==> src/rtl/btb_pred_pkg.sv <==
// Shared types and helpers for the direct-mapped branch target predictor.
// The 2-bit counter predicts taken when its MSB is set.
package btb_pred_pkg;

  localparam int BOP_WIDTH = 31;

  typedef logic [1:0] cnt_t;

  localparam cnt_t STRONG_NOT_TAKEN = 2'b00;
  localparam cnt_t WEAK_TAKEN       = 2'b10;
  localparam cnt_t STRONG_TAKEN     = 2'b11;

  function automatic cnt_t cnt_sat_update(input cnt_t cnt, input logic taken);
    cnt_t res;
    res = cnt;
    if (taken && (cnt != STRONG_TAKEN)) begin
      res = cnt + 2'd1;
    end else if (!taken && (cnt != STRONG_NOT_TAKEN)) begin
      res = cnt - 2'd1;
    end
    return res;
  endfunction

endpackage

==> src/rtl/btb_pred_if.sv <==
// Fetch/MA-side bundle of the branch target predictor: lookup, training update,
// redirect and BOP push.
interface btb_pred_if;
  import btb_pred_pkg::*;

  logic                 s_flush_i;
  logic                 s_lookup_i;
  logic [31:0]          s_lookup_addr_i;
  logic                 s_bop_full_i;
  logic                 s_upd_i;
  logic [31:0]          s_upd_addr_i;
  logic                 s_upd_taken_i;
  logic [31:0]          s_upd_target_i;
  logic                 s_pred_valid_o;
  logic [31:0]          s_pred_target_o;
  logic                 s_bop_push_o;
  logic [BOP_WIDTH-1:0] s_bop_data_o;

  modport master (
    output s_flush_i, s_lookup_i, s_lookup_addr_i, s_bop_full_i,
           s_upd_i, s_upd_addr_i, s_upd_taken_i, s_upd_target_i,
    input  s_pred_valid_o, s_pred_target_o, s_bop_push_o, s_bop_data_o
  );

  modport slave (
    input  s_flush_i, s_lookup_i, s_lookup_addr_i, s_bop_full_i,
           s_upd_i, s_upd_addr_i, s_upd_taken_i, s_upd_target_i,
    output s_pred_valid_o, s_pred_target_o, s_bop_push_o, s_bop_data_o
  );

endinterface

==> src/rtl/seu_regs.sv <==
// Register bank with write enable; labelled, grouped instances are the points
// where fault injection attaches.
module seu_regs #(
  parameter string LABEL = "",
  parameter int    GROUP = 0,
  parameter int    N     = 1
) (
  input  logic         clk,
  input  logic         we,
  input  logic [N-1:0] d,
  output logic [N-1:0] q
);

  if ((GROUP > 0) && (LABEL != "")) begin : g_seu
    always_ff @(posedge clk) begin
      if (we) q <= d;
    end
  end else begin : g_plain
    always_ff @(posedge clk) begin
      if (we) q <= d;
    end
  end

endmodule

==> src/rtl/btb_pred.sv <==
// Direct-mapped BTB: lookup in cycle t, taken prediction and paired BOP push in
// cycle t+1; trained by resolved transfers of control from MA.
module btb_pred
  import btb_pred_pkg::*;
#(
  parameter int    ENTRIES = 8,
  parameter int    TAG_W   = 8,
  parameter string LABEL   = "BTB"
) (
  input logic       s_clk_i,
  input logic       s_reset_i,
  btb_pred_if.slave bus
);

  localparam int IDX_W = $clog2(ENTRIES);

  typedef struct packed {
    logic [TAG_W-1:0]     tag;
    cnt_t                 cnt;
    logic [BOP_WIDTH-1:0] target;
  } entry_t;

  localparam int ENTRY_W = $bits(entry_t);
  localparam int RES_W   = BOP_WIDTH + 1;

  logic [IDX_W-1:0]   lk_idx, up_idx;
  logic [TAG_W-1:0]   lk_tag, up_tag;
  entry_t             tbl_q [ENTRIES];
  entry_t             lk_ent, up_ent, wr_ent;
  logic [ENTRIES-1:0] vld_q, vld_d;
  logic               lk_hit, up_tag_hit, up_we;
  logic [RES_W-1:0]   res_d, res_q;
  logic               pred;
  logic               unused_bits;

  assign unused_bits = ^{bus.s_lookup_addr_i, bus.s_upd_addr_i, bus.s_upd_target_i[0]};

  // Lookup stage: reads pre-update state, so a same-cycle update is not seen
  always_comb begin
    lk_idx = bus.s_lookup_addr_i[IDX_W+1:2];
    lk_tag = bus.s_lookup_addr_i[IDX_W+TAG_W+1:IDX_W+2];
    lk_ent = tbl_q[lk_idx];
    lk_hit = bus.s_lookup_i & ~bus.s_flush_i & vld_q[lk_idx]
             & (lk_ent.tag == lk_tag) & lk_ent.cnt[1];
    res_d  = s_reset_i ? '0 : {lk_hit, (lk_hit ? lk_ent.target : {BOP_WIDTH{1'b0}})};
  end

  // Training: reset wins over an update in the same cycle
  always_comb begin
    up_idx     = bus.s_upd_addr_i[IDX_W+1:2];
    up_tag     = bus.s_upd_addr_i[IDX_W+TAG_W+1:IDX_W+2];
    up_ent     = tbl_q[up_idx];
    up_tag_hit = vld_q[up_idx] & (up_ent.tag == up_tag);
    up_we      = bus.s_upd_i & ~s_reset_i & (up_tag_hit | bus.s_upd_taken_i);
    wr_ent     = up_ent;
    if (up_tag_hit) begin
      wr_ent.cnt = cnt_sat_update(up_ent.cnt, bus.s_upd_taken_i);
      if (bus.s_upd_taken_i) wr_ent.target = bus.s_upd_target_i[31:1];
    end else begin
      wr_ent.tag    = up_tag;
      wr_ent.cnt    = WEAK_TAKEN;
      wr_ent.target = bus.s_upd_target_i[31:1];
    end
    vld_d = vld_q;
    if (s_reset_i) begin
      vld_d = '0;
    end else if (up_we) begin
      vld_d = vld_q | (ENTRIES'(1) << up_idx);
    end
  end

  for (genvar i = 0; i < ENTRIES; i++) begin : g_tbl
    seu_regs #(.LABEL(LABEL), .GROUP(5), .N(ENTRY_W)) u_tbl (
      .clk (s_clk_i),
      .we  (up_we && (up_idx == IDX_W'(i))),
      .d   (wr_ent),
      .q   (tbl_q[i])
    );
  end

  seu_regs #(.LABEL({LABEL, "VLD"}), .GROUP(5), .N(ENTRIES)) u_vld (
    .clk (s_clk_i),
    .we  (1'b1),
    .d   (vld_d),
    .q   (vld_q)
  );

  seu_regs #(.LABEL({LABEL, "RES"}), .GROUP(5), .N(RES_W)) u_res (
    .clk (s_clk_i),
    .we  (1'b1),
    .d   (res_d),
    .q   (res_q)
  );

  // Result stage: redirect and push stay paired, both gated by full and flush
  assign pred                = res_q[RES_W-1] & ~bus.s_bop_full_i & ~bus.s_flush_i;
  assign bus.s_pred_valid_o  = pred;
  assign bus.s_bop_push_o    = pred;
  assign bus.s_pred_target_o = {res_q[BOP_WIDTH-1:0], 1'b0};
  assign bus.s_bop_data_o    = res_q[BOP_WIDTH-1:0];

endmodule

==> src/flat_wrapper.sv <==
// flat-port wrapper written by rule: the top's interface ports become plain ports
module btb_pred_flat import btb_pred_pkg::*;
#(
  parameter int    ENTRIES = 8,
  parameter int    TAG_W   = 8,
  parameter string LABEL   = "   "
)
  (s_clk_i, s_reset_i, bus_s_flush_i, bus_s_lookup_i, bus_s_lookup_addr_i, bus_s_bop_full_i, bus_s_upd_i, bus_s_upd_addr_i, bus_s_upd_taken_i, bus_s_upd_target_i, bus_s_pred_valid_o, bus_s_pred_target_o, bus_s_bop_push_o, bus_s_bop_data_o);
  btb_pred_if bus_i ();
  input logic s_clk_i;
  input logic s_reset_i;
  input wire logic [$bits(bus_i.s_flush_i)-1:0] bus_s_flush_i;
  input wire logic [$bits(bus_i.s_lookup_i)-1:0] bus_s_lookup_i;
  input wire logic [$bits(bus_i.s_lookup_addr_i)-1:0] bus_s_lookup_addr_i;
  input wire logic [$bits(bus_i.s_bop_full_i)-1:0] bus_s_bop_full_i;
  input wire logic [$bits(bus_i.s_upd_i)-1:0] bus_s_upd_i;
  input wire logic [$bits(bus_i.s_upd_addr_i)-1:0] bus_s_upd_addr_i;
  input wire logic [$bits(bus_i.s_upd_taken_i)-1:0] bus_s_upd_taken_i;
  input wire logic [$bits(bus_i.s_upd_target_i)-1:0] bus_s_upd_target_i;
  output wire logic [$bits(bus_i.s_pred_valid_o)-1:0] bus_s_pred_valid_o;
  output wire logic [$bits(bus_i.s_pred_target_o)-1:0] bus_s_pred_target_o;
  output wire logic [$bits(bus_i.s_bop_push_o)-1:0] bus_s_bop_push_o;
  output wire logic [$bits(bus_i.s_bop_data_o)-1:0] bus_s_bop_data_o;
  assign bus_i.s_flush_i = bus_s_flush_i;
  assign bus_i.s_lookup_i = bus_s_lookup_i;
  assign bus_i.s_lookup_addr_i = bus_s_lookup_addr_i;
  assign bus_i.s_bop_full_i = bus_s_bop_full_i;
  assign bus_i.s_upd_i = bus_s_upd_i;
  assign bus_i.s_upd_addr_i = bus_s_upd_addr_i;
  assign bus_i.s_upd_taken_i = bus_s_upd_taken_i;
  assign bus_i.s_upd_target_i = bus_s_upd_target_i;
  assign bus_s_pred_valid_o = bus_i.s_pred_valid_o;
  assign bus_s_pred_target_o = bus_i.s_pred_target_o;
  assign bus_s_bop_push_o = bus_i.s_bop_push_o;
  assign bus_s_bop_data_o = bus_i.s_bop_data_o;
  btb_pred #(.ENTRIES(ENTRIES), .TAG_W(TAG_W), .LABEL(LABEL)) u_core (.s_clk_i(s_clk_i), .s_reset_i(s_reset_i), .bus(bus_i));
endmodule
==> config.mk <==
export PLATFORM = sky130hd
export DESIGN_NAME = btb_pred_flat
export DESIGN_NICKNAME = d
export VERILOG_FILES = /design/src/rtl/btb_pred_pkg.sv /design/src/rtl/btb_pred_if.sv /design/src/rtl/seu_regs.sv /design/src/rtl/btb_pred.sv /design/src/flat_wrapper.sv
export SDC_FILE = /design/constraint.sdc
export NUM_CORES = 1
export LEC_CHECK = 0
export ABC_AREA = 1
export BUFFER_PORTS_ARGS = -buffer_cell sky130_fd_sc_hd__buf_2
export CORE_MARGIN = 1.5
export CORE_UTILIZATION = 39
export DETAILED_ROUTE_END_ITERATION = 10
export PLACE_DENSITY = 0.64
export SYNTH_ARGS = -nofsm -noshare
export SYNTH_HDL_FRONTEND = slang
export SYNTH_SLANG_ARGS = --single-unit
==> constraint.sdc <==
create_clock -name s_clk_i -period 4.05 [get_ports s_clk_i]
set_clock_uncertainty 0.05 [all_clocks]
set_input_delay 0.2025 -clock s_clk_i [delete_from_list [all_inputs] [get_ports s_clk_i]]
set_output_delay 0.2025 -clock s_clk_i [all_outputs]
set_load 0.01 [all_outputs]
Word-level counts from Yosys, hierarchy flattened --
Index checks and enable logic that the tools add are counted.
Storage, ports and cells: bits in latches 0, flip-flop bits (word level) 368, logic and storage cells 74, memories kept 0, memory bits (writable) 0, memory bits (read-only) 0
Operators by class: multiply operators 0, shift operators 1, bitwise logic cells 17, div/mod/pow operators 0, reductions and logical operators 14, magnitude comparators 4, mux-type cells 15, equal/unequal tests 10, $add $sub $neg 2
Operator list (count):
- $bmux W41 S3 | 2
- $mux W41 | 4
- $mux W33 | 1
- $mux W31 | 1
- $eq A8 B8 Y1 | 2
- $eq A3 B3 Y1 const B | 4
- $logic_and A1 B1 Y1 | 10
- $and A1 B1 Y1 | 9
- $ge A4 B4 Y1 const B | 2
- $lt A3 B4 Y1 const B | 2
- $mux W8 | 1
- $not A3 Y4 | 2
- $or A8 B8 Y8 | 1
- $shl A1 B3 Y8 const A | 1
- $bmux W1 S3 | 2
- $eq A3 B2 Y1 const B | 2
- $mux W2 | 2
- $not A1 Y1 | 4
- $eq A3 B1 Y1 const B | 1
- $logic_not A3 Y1 | 1
- $add A2 B1 Y2 const B | 1
- $mux W1 | 2
- $ne A2 B2 Y1 const B | 1
- $reduce_bool A2 Y1 | 1
- other kinds (4) | 4

Longest topological paths before layout --
Gate-level depths: netlist of run 1.
depth in word-level cells 9, gate-level depth with buffers 17, depth with buffers taken out 15

Hierarchy --
From an unflattened synthesis of run 1, not the netlist that was laid out.
Unflattened totals: cells, all modules 1732, area, all modules 17869.6 um2
By module, submodules not included:
- seu_regs at u_core.g_tbl[0].u_tbl ... | instances 8, cells each 41, area an instance 1231.2 um2, seq. area each 1231.2 um2
- btb_pred | instances 1, cells each 1364, area an instance 6819.0 um2, seq. area each 0.0 um2
- seu_regs at u_core.u_res | instances 1, cells each 32, area an instance 960.9 um2, seq. area each 960.9 um2
- seu_regs at u_core.u_vld | instances 1, cells each 8, area an instance 240.2 um2, seq. area each 240.2 um2

Least setup slack after synthesis of run 1 --
No wires, ideal clock.
kind input port to flip-flop, start input port bus_s_upd_addr_i[3], end register u_core.g_tbl[0].u_tbl.q[0], enable pin, data required time 3.605 ns, slack 1.204 ns, stages on the path 14, setup time 0.395 ns, arrival time 2.401 ns, cell sequence buf_2 inv_2 nor2_2 buf_2 a21oi_1 nand4_1 nand2_1 nand2_1 nand2_1 nor2_1 nand3_1 nand2_1 nand3_1 inv_1
Between the ends: word-level cells in the longest chain between the ends 9, elaborated cells between the ends (all ways) 12, those cells by class 1 x eq/ne; 5 x mux; 4 x bitwise; 2 x reduce/logical
Ends and longest elaborated chain:
- start: declaration | line flat_wrapper.sv:17 | input wire logic [$bits(bus_i.s_upd_addr_i)-1:0] bus_s_upd_addr_i;
- $not A3 Y4 (implied by the code) | line btb_pred.sv:52 | up_ent = tbl_q[up_idx];
- $bmux W41 S3 | line btb_pred.sv:52
- $mux W41 (implied by the code) (2 in a row) | line btb_pred.sv:52
- $eq A8 B8 Y1 | line btb_pred.sv:53 | up_tag_hit = vld_q[up_idx] & (up_ent.tag == up_tag);
- $and A1 B1 Y1 | line btb_pred.sv:53
- $or A1 B1 Y1 | line btb_pred.sv:54 | up_we = bus.s_upd_i & ~s_reset_i & (up_tag_hit | bus.s_upd_taken_i);
- $and A1 B1 Y1 | line btb_pred.sv:54
- $logic_and A1 B1 Y1 * | line btb_pred.sv:75 | .we (up_we && (up_idx == IDX_W'(i))),
- net u_core.g_tbl[0].u_tbl.we | line seu_regs.sv:9 | input logic we,
- end signal: assignment | line seu_regs.sv:16 | if (we) q <= d;
- end: declaration | line seu_regs.sv:11 | output logic [N-1:0] q
The timed path passes the listed nets; every way through them passes the cells marked *. The select of a mux whose other input is x is not followed. A chain may end at the register's enable or synchronous reset.

Worst setup path after layout of run 1 --
start input port bus_s_upd_addr_i[2], end register u_core.g_tbl[7].u_tbl.q[31] (data pin)
Between the ends: word-level cells in the longest chain between the ends 9, elaborated cells between the ends (all ways) 17, those cells by class 2 x add/sub; 2 x eq/ne; 8 x mux; 2 x bitwise; 3 x reduce/logical
Ends and longest elaborated chain:
- branches (longest 8 deep; another with $sub A2 B1 Y2)
- $mux W33 * | line btb_pred.sv:56 | if (up_tag_hit) begin
- net u_core.g_tbl[0].u_tbl.d[31] | line seu_regs.sv:10 | input logic [N-1:0] d,
- end signal: assignment | line seu_regs.sv:16
- end: declaration | line seu_regs.sv:11
Mark *: on every way through the listed nets, which the timed path passes. The select of a mux whose other input is x is not followed.

==> results.py, run 1 <==
metrics = {
    "synth": {
        "yosys-top-cells-count": "378 x nand2_1, 328 x edfxtp_1, 183 x a21oi_1, 112 x nand3_1, 91 x inv_1",
        "synth_area_per_cell_um2": 10.25,
        "synth.distinct_cells": 37,
        "yosysSeqAreaShare_pct": 61.22,
        "syn-cell-area_um2": 17400,
        "synth_most_common_cell": "nand2_1",
        "netlist_top_cells_area": "edfxtp_1 57%, nand2_1 8.2%, a21oi_1 5.3%, dfxtp_1 4.6%, nand3_1 3.2%",
        "synth_edf_count": 328,
        "yosys.area.top_type_share_pct": 56.61,
        "synth_fp_nets": 1802,
        "syn_inst": 1697,
        "yosys_warnings": 0,
        "ys_seq_elements": 368,
        "synthArstFlopShare_pct": 0,
        "synth_largest_area_cell": "edfxtp_1",
        "synth_ff_type": "edfxtp_1",
    },
    "routing": {
        "wl_um": 49650,
        "top_layer": "met4",
        "vias": 13580,
        "met1Wirelength_um": 20690,
        "postRouteAntennaNets": 0,
        "drcViolationCount": 0,
        "detailroute.wirelength.met3_um": 4513,
        "routed_via_density": 5.757,
        "drtIter0Drc": 1477,
        "routedWlPerCell_um": 21.05,
        "wl_met2_um": 22970,
        "first_pass_iters": 6,
    },
    "clocking": {
        "h-tree-depth": 2,
        "cts.sinks": 368,
        "insertion_delay_ps": 570,
        "cts_buffers": 41,
        "cts.path.max_buffers": 3,
        "cts_tree": "built",
        "ctsResizeCount": 0,
        "cts-root-buf": "clkbuf_16",
        "path_clk_slew_ps": 60,
    },
    "run": {
        "cap_violations": 0,
    },
    "critical_path": {
        "critPathKind": "in2reg",
        "startpoint_type": "input pin",
        "critPathRequiredTime_ps": 4300,
        "end_kind": "flop",
        "crit_arrival_ps": 3120,
        "path_common_cell": "nor2_1",
        "path_max_fanout": 19,
        "cpMaxStageDelayCell": "o21ai_0",
        "crit_chain": "buf_2, inv_2, nor2_4, buf_4, a22o_1, a221oi_1, o21ai_0, inv_1, ha_1, nor2_1, nor2_1, xor2_1, nor2_1",
        "slowest_delay_ps": 390,
        "r2r_slack_ps": 1350,
    },
    "final_layout": {
        "seqCellArea_um2": 10650,
        "drive_above_1_share_pct": 14.32,
        "fin_area_um2": 19730,
        "area_growth_pct": 13.41,
        "multi_input_area_um2": 5400,
        "fillers": 4107,
        "diodes": 0,
        "nNetsFinal": 1840,
    },
    "die": {
        "dieArea_um2": 45890,
        "std_cell_rows": 77,
        "start_util_pct": 39.43,
        "die_y_um": 214.2,
        "io-pin-count": 168,
        "coreArea_um2": 44120,
        "die_x_um": 214.2,
    },
    "run_status": {
        "status": "complete, no violations",
    },
    "power": {
        "peakVddDrop_uv": 288.0,
        "p_leak_nw": 7.304,
        "cellPowerDensity_nw_per_um2": 432.5,
    },
    "timing": {
        "hold_violations": 0,
        "tightest_slew_ps": 920.5,
        "rsz0062_at_grt": "false",
        "slew_headroom_pct": 38.63,
        "setup-tns-final_ps": 0,
        "fin_crit_ps": 2877,
        "fmax_ghz": 0.3476,
        "final.period_utilization_pct": 71.04,
        "hold_slack_ps": 27.92,
        "drv_slew": 0,
        "setup-violations-final": 0,
        "fin_ws_ps": 1173,
    },
    "global_routing": {
        "grt.overflow.total": 0,
        "gr-usage-all-layers_pct": 21.14,
        "grt_pass1_wl_um": 75170,
        "antenna_found_initial": 0,
        "grt_pass1_vias": 13080,
        "grt_max_degree": 181,
    },
    "placed_design": {
        "dp_hpwl_um": 27910,
        "dpl_cell_area_um2": 18310,
        "gp_congestion": 0.8367,
        "dpl_worst_slack_ps": 651.0,
        "io_buffers": 123,
    },
    "worst_hold_path": {
        "min_path_type": "in2reg",
    },
}
## logic make-up after synthesis
group / after synthesis / share of synthesized area [%]
fa+ha+maj: 2 / 0.1438
compound gates: 483 / 17.35
flops: 368 / 61.22
other cells: 1 / 0.02155
xor+xnor: 4 / 0.2014
buf+inv: 281 / 7.832
simple gates: 558 / 13.24
## layout by cell type, fill, tap and decap left out, drive strengths merged, types with 7 or more instances in the layout
cell type / Yosys / routed
nand2: 379 / 379
edfxtp: 328 / 328
a21oi: 183 / 183
buf: 107 / 173
nand3: 114 / 114
inv: 94 / 95
o21ai: 88 / 88
a22oi: 69 / 69
clkbuf: 80 / 57
o21a: 54 / 54
nor2: 54 / 54
a221oi: 40 / 40
dfxtp: 40 / 40
a211oi: 15 / 15
clkinv: 0 / 14
o22ai: 9 / 9
dlygate4sd3: 0 / 9
o2111ai: 8 / 8
a221o: 8 / 8
nand4: 7 / 7
o211ai: 7 / 7
## path summary, 6_finish.rpt
| kind | endpoint | startpoint | cells after the start |
|---|---|---|---|
| worst max register to register | u_core.g_tbl[7].u_tbl.q[8] | u_core.g_tbl[1].u_tbl.q[40] | 14 |
| worst min register to register | u_core.u_vld.q[2] | u_core.u_vld.q[2] | 2 |
| worst max-delay path | u_core.g_tbl[7].u_tbl.q[31] | bus_s_upd_addr_i[2] | 13 |
| worst min-delay path | u_core.u_res.q[31] | bus_s_lookup_addr_i[7] | 6 |
## power breakdown
part / internal [mW] / switching [mW]
clock: 2.18 / 1.49
combinational: 0.207 / 0.466
sequential: 4.17 / 0.0166
## metal layers
metal | global-route usage, % | up-vias
met4 | 9.108 | 0
li1 | - | 6117
met3 | 3.035 | 102
met5 | 0 | -
met2 | 33.37 | 766
met1 | 29.14 | 6595
## through the flow
step           instances  util, %  power [mW]
5_1_grt             2359    44.71       8.834
3_3_place_gp        2275    41.48       4.900
3_5_place_dp        2275    41.48       4.917
6_report            2359    44.71       8.534
4_1_cts             2359    44.71       8.595
2_1_floorplan       1697        -       4.694
## flip-flops by register name, summed over array words and instances (netlist names)
name                  cells
u_core.g_tbl.u_tbl.q    328
u_core.u_vld.q            8
u_core.u_res.q           32
## area by class of cell
| class | instances | area share (%) |
|---|---|---|
| clock buffer | 57 | 5.815 |
| tap | 592 | 3.754 |
| timing repair buffer | 182 | 6.335 |
| multi-input combinational | 1048 | 27.37 |
| clock inverter | 18 | 0.9512 |
| inverter | 94 | 1.795 |
| sequential | 368 | 53.98 |
## timing repair
item / 4_1_cts / 5_1_grt
buffers inserted: 0 / 0
hold buffers: 9 / 0
hold endpoints to repair: 72 / 0
## critical path, delay by kind of cell
family | cells | cell delay [ps]
buffers and inverters | 4 | 980
and+or+nand+nor | 4 | 980
AOI/OAI and AO/OA | 3 | 590
adders and majority gates | 1 | 190
xor gates and xnor gates | 1 | 160
(Power assumes the default switching activity.)
==> inputs of run 2 (changes only) <==
- ABC_AREA: 1 -> 0
- PLACE_DENSITY: 0.64 -> 0.67
- clock period: 4.05 -> 2.6 ns (I/O delays scaled with it)
==> run 2 against run 1 <==
- the run now ends with setup timing left
- total power is 57% higher
- global-route usage fell by 3.6 points
- synthesized cell count shrank 46%
- sequential share of layout area fell by 3.2 points
- cell count decreased by 27%
- wire length down 21%
- count of clock-buffer cells in the layout increased by 11
==> results.py, run 2 <==
metrics = {
    "timing": {
        "drv_slew": 0,
        "tightest_slew_ps": 788.5,
        "fin_crit_ps": 2801,
        "hold_violations": 0,
        "setup-violations-final": 570,
        "fmax_ghz": 0.3571,
        "setup-tns-final_ps": -75380,
        "final.period_utilization_pct": 107.7,
        "rsz0062_at_grt": "true",
        "slew_headroom_pct": 47.43,
        "fin_ws_ps": -200.5,
    },
    "final_layout": {
        "final_cell_mix": "328 x edfxtp_1, 152 x mux4_2, 119 x buf_2",
        "drive_above_1_share_pct": 47.04,
        "fillers": 3560,
        "multi_input_area_um2": 5833,
        "largest_reg_flops": 328,
        "reg_top3": "u_core.g_tbl.u_tbl.q: 328 flops, u_core.u_res.q: 32 flops, u_core.u_vld.q: 8 flops",
        "top_register": "u_core.g_tbl.u_tbl.q",
        "area_growth_pct": 21.80,
        "nNetsFinal": 1219,
        "diodes": 0,
        "final_common_cell": "edfxtp_1",
        "seqCellArea_um2": 10650,
        "fin_cells": 1733,
    },
    "global_routing": {
        "grt_pass1_wl_um": 58330,
        "antenna_found_initial": 0,
        "grt_max_degree": 37,
        "grt_pass1_vias": 9715,
        "grt.overflow.total": 0,
        "gr-usage-all-layers_pct": 17.58,
    },
    "die": {
        "die_x_um": 213.0,
        "start_util_pct": 39.77,
        "coreArea_um2": 43270,
        "std_cell_rows": 76,
        "dieArea_um2": 45390,
        "io-pin-count": 168,
        "die_y_um": 213.0,
    },
    "clocking": {
        "cts_buffers": 42,
        "cts.path.max_buffers": 3,
        "insertion_delay_ps": 560,
        "cts_tree": "built",
        "cts.sinks": 368,
        "cts-root-buf": "clkbuf_16",
        "h-tree-depth": 2,
        "path_clk_slew_ps": 60,
    },
    "power": {
        "p_leak_nw": 7.408,
        "swShare_pct": 21.08,
        "clkPwrFrac_pct": 43.6,
        "seqPwrFrac_pct": 48.7,
        "cellPowerDensity_nw_per_um2": 638.3,
        "p_switching_mw": 2.820,
        "peakVddDrop_uv": 429.0,
        "intPower_mw": 10.56,
        "pwr-share-comb_pct": 7.6,
    },
    "placed_design": {
        "dp_hpwl_um": 24180,
        "gp_congestion": 0.7941,
        "io_buffers": 123,
        "numPlacedInstances": 1595,
        "dpl_worst_slack_ps": -352.3,
    },
    "routing": {
        "routedWlPerCell_um": 22.77,
        "wl_um": 39470,
        "drtIter0Drc": 814,
        "drcViolationCount": 0,
        "routed_via_density": 5.378,
        "vias": 9320,
        "postRouteAntennaNets": 0,
        "first_pass_iters": 5,
    },
    "synth": {
        "synth_most_common_cell": "edfxtp_1",
        "yosys-top-cells-count": "328 x edfxtp_1, 148 x mux4_2, 64 x buf_4, 56 x mux2i_1, 47 x nor2_1",
        "synthArstFlopShare_pct": 0,
        "yosysSeqAreaShare_pct": 61.90,
        "yosys.area.top_type_share_pct": 57.24,
        "syn-cell-area_um2": 17210,
        "synth_ff_type": "edfxtp_1",
        "yosys_warnings": 0,
        "netlist_top_cells_area": "edfxtp_1 57%, mux4_2 19%, dfxtp_1 4.7%, mux2i_1 3.3%, buf_4 2.8%",
        "synth_fp_nets": 1025,
        "synth_largest_area_cell": "edfxtp_1",
        "synth_edf_count": 328,
        "syn_inst": 920,
        "ys_seq_elements": 368,
        "synth_area_per_cell_um2": 18.70,
        "synth.distinct_cells": 46,
    },
    "critical_path": {
        "critPathKind": "reg2reg",
        "critPathRequiredTime_ps": 2830,
        "path_max_fanout": 8,
        "crit_arrival_ps": 3040,
        "startpoint_type": "flop",
        "end_kind": "flop",
    },
    "worst_hold_path": {
        "min_path_type": "in2reg",
    },
    "run": {
        "cap_violations": 0,
    },
    "run_status": {
        "failed_checks": "setup timing",
        "status": "finished, violations left",
    },
}
==> run 2: cell types whose count changed after synthesis, moves of 44 or more <==
cell | before | now
a21oi_1 | 183 | 5
a22oi_1 | 69 | 0
clkbuf_1 | 80 | 36
inv_1 | 91 | 4
mux2i_1 | 0 | 56
mux4_2 | 0 | 148
nand2_1 | 378 | 12
nand3_1 | 112 | 4
o21a_1 | 54 | 1
o21ai_0 | 86 | 5
==> run 2: layout make-up <==
cell class / instances / area share, %
Multi-Input combinational cell: 418 / 27.83
Clock inverter: 10 / 0.4000
Clock buffer: 68 / 6.215
Inverter: 4 / 0.07164
Timing Repair Buffer: 280 / 11.17
Tap cell: 585 / 3.493
Sequential cell: 368 / 50.82
==> run 2: cells by family after synthesis <==
logic type      Yosys count  synth area share [%]
flops                   368                 61.90
mux                     279                 28.63
buf+inv                 134                 4.741
simple gates             91                 2.618
compound gates           30                 1.185
xor+xnor                 15                0.7635
fa+ha+maj                 2                0.1454
other cells               1               0.02179
==> run 2: per-stage QoR <==
step / total power [mW] / util, % / instance area (um2) / hold WS (ps)
4_1_cts: 13.51 / 48.19 / 20850 / 193.1
6_report: 13.38 / 48.44 / 20960 / 208.1
3_3_place_gp: 7.601 / 43.76 / 18930 / 401.6
3_5_place_dp: 7.613 / 43.76 / 18930 / 399.5
5_1_grt: 13.80 / 48.44 / 20960 / 280.4
2_1_floorplan: 7.306 / - / 17280 / 266.8
==> run 2: layer usage <==
| metal | track usage, % | part of all wire [%] | vias to the layer above |
|---|---|---|---|
| met1 | 22.91 | 42 | 4852 |
| met3 | 2.971 | 5.4 | 64 |
| met5 | 0 | 0 | - |
| li1 | - | - | 4092 |
| met4 | 5.894 | 2.6 | 0 |
| met2 | 29.88 | 50 | 312 |
==> run 2: worst max-delay path, stage by stage (launching register included) <==
cell,delay [ps]
edfxtp_1,390
mux4_2,480
mux2i_1,170
xor2_1,300
nand4_2,190
nor3_4,240
buf_12,180
clkbuf_16,170
mux2_4,340
==> run 2: power groups by stage <==
stage | clock, mW | combinational [mW] | sequential [mW]
final | 5.84 | 1.02 | 6.52
after global routing | 6.18 | 1.10 | 6.52
after CTS | 5.96 | 1.03 | 6.52
after detailed placement | 0 | 0.972 | 6.64
after global placement | 0 | 0.964 | 6.64
after floorplan | 0 | 0.674 | 6.63
==> run 2: repair_timing <==
item | in CTS | in global routing
pin swaps | 5 | 2
setup buffers | 11 | 2
hold buffers | 41 | 0
resized for setup | 6 | 4
hold endpoints to repair | 320 | 0
gates cloned | 2 | 4
setup endpoints to repair | 565 | 592
==> run 2: worst paths after layout <==
path                               start                     endpoint  slack (ps)  cells past startpoint
max          u_core.g_tbl[7].u_tbl.q[34]  u_core.g_tbl[4].u_tbl.q[17]        -200                      8
min                          bus_s_upd_i            u_core.u_vld.q[3]         210                      5
max reg2reg  u_core.g_tbl[7].u_tbl.q[34]  u_core.g_tbl[4].u_tbl.q[17]        -200                      8
min reg2reg            u_core.u_vld.q[6]            u_core.u_vld.q[6]         530                      3
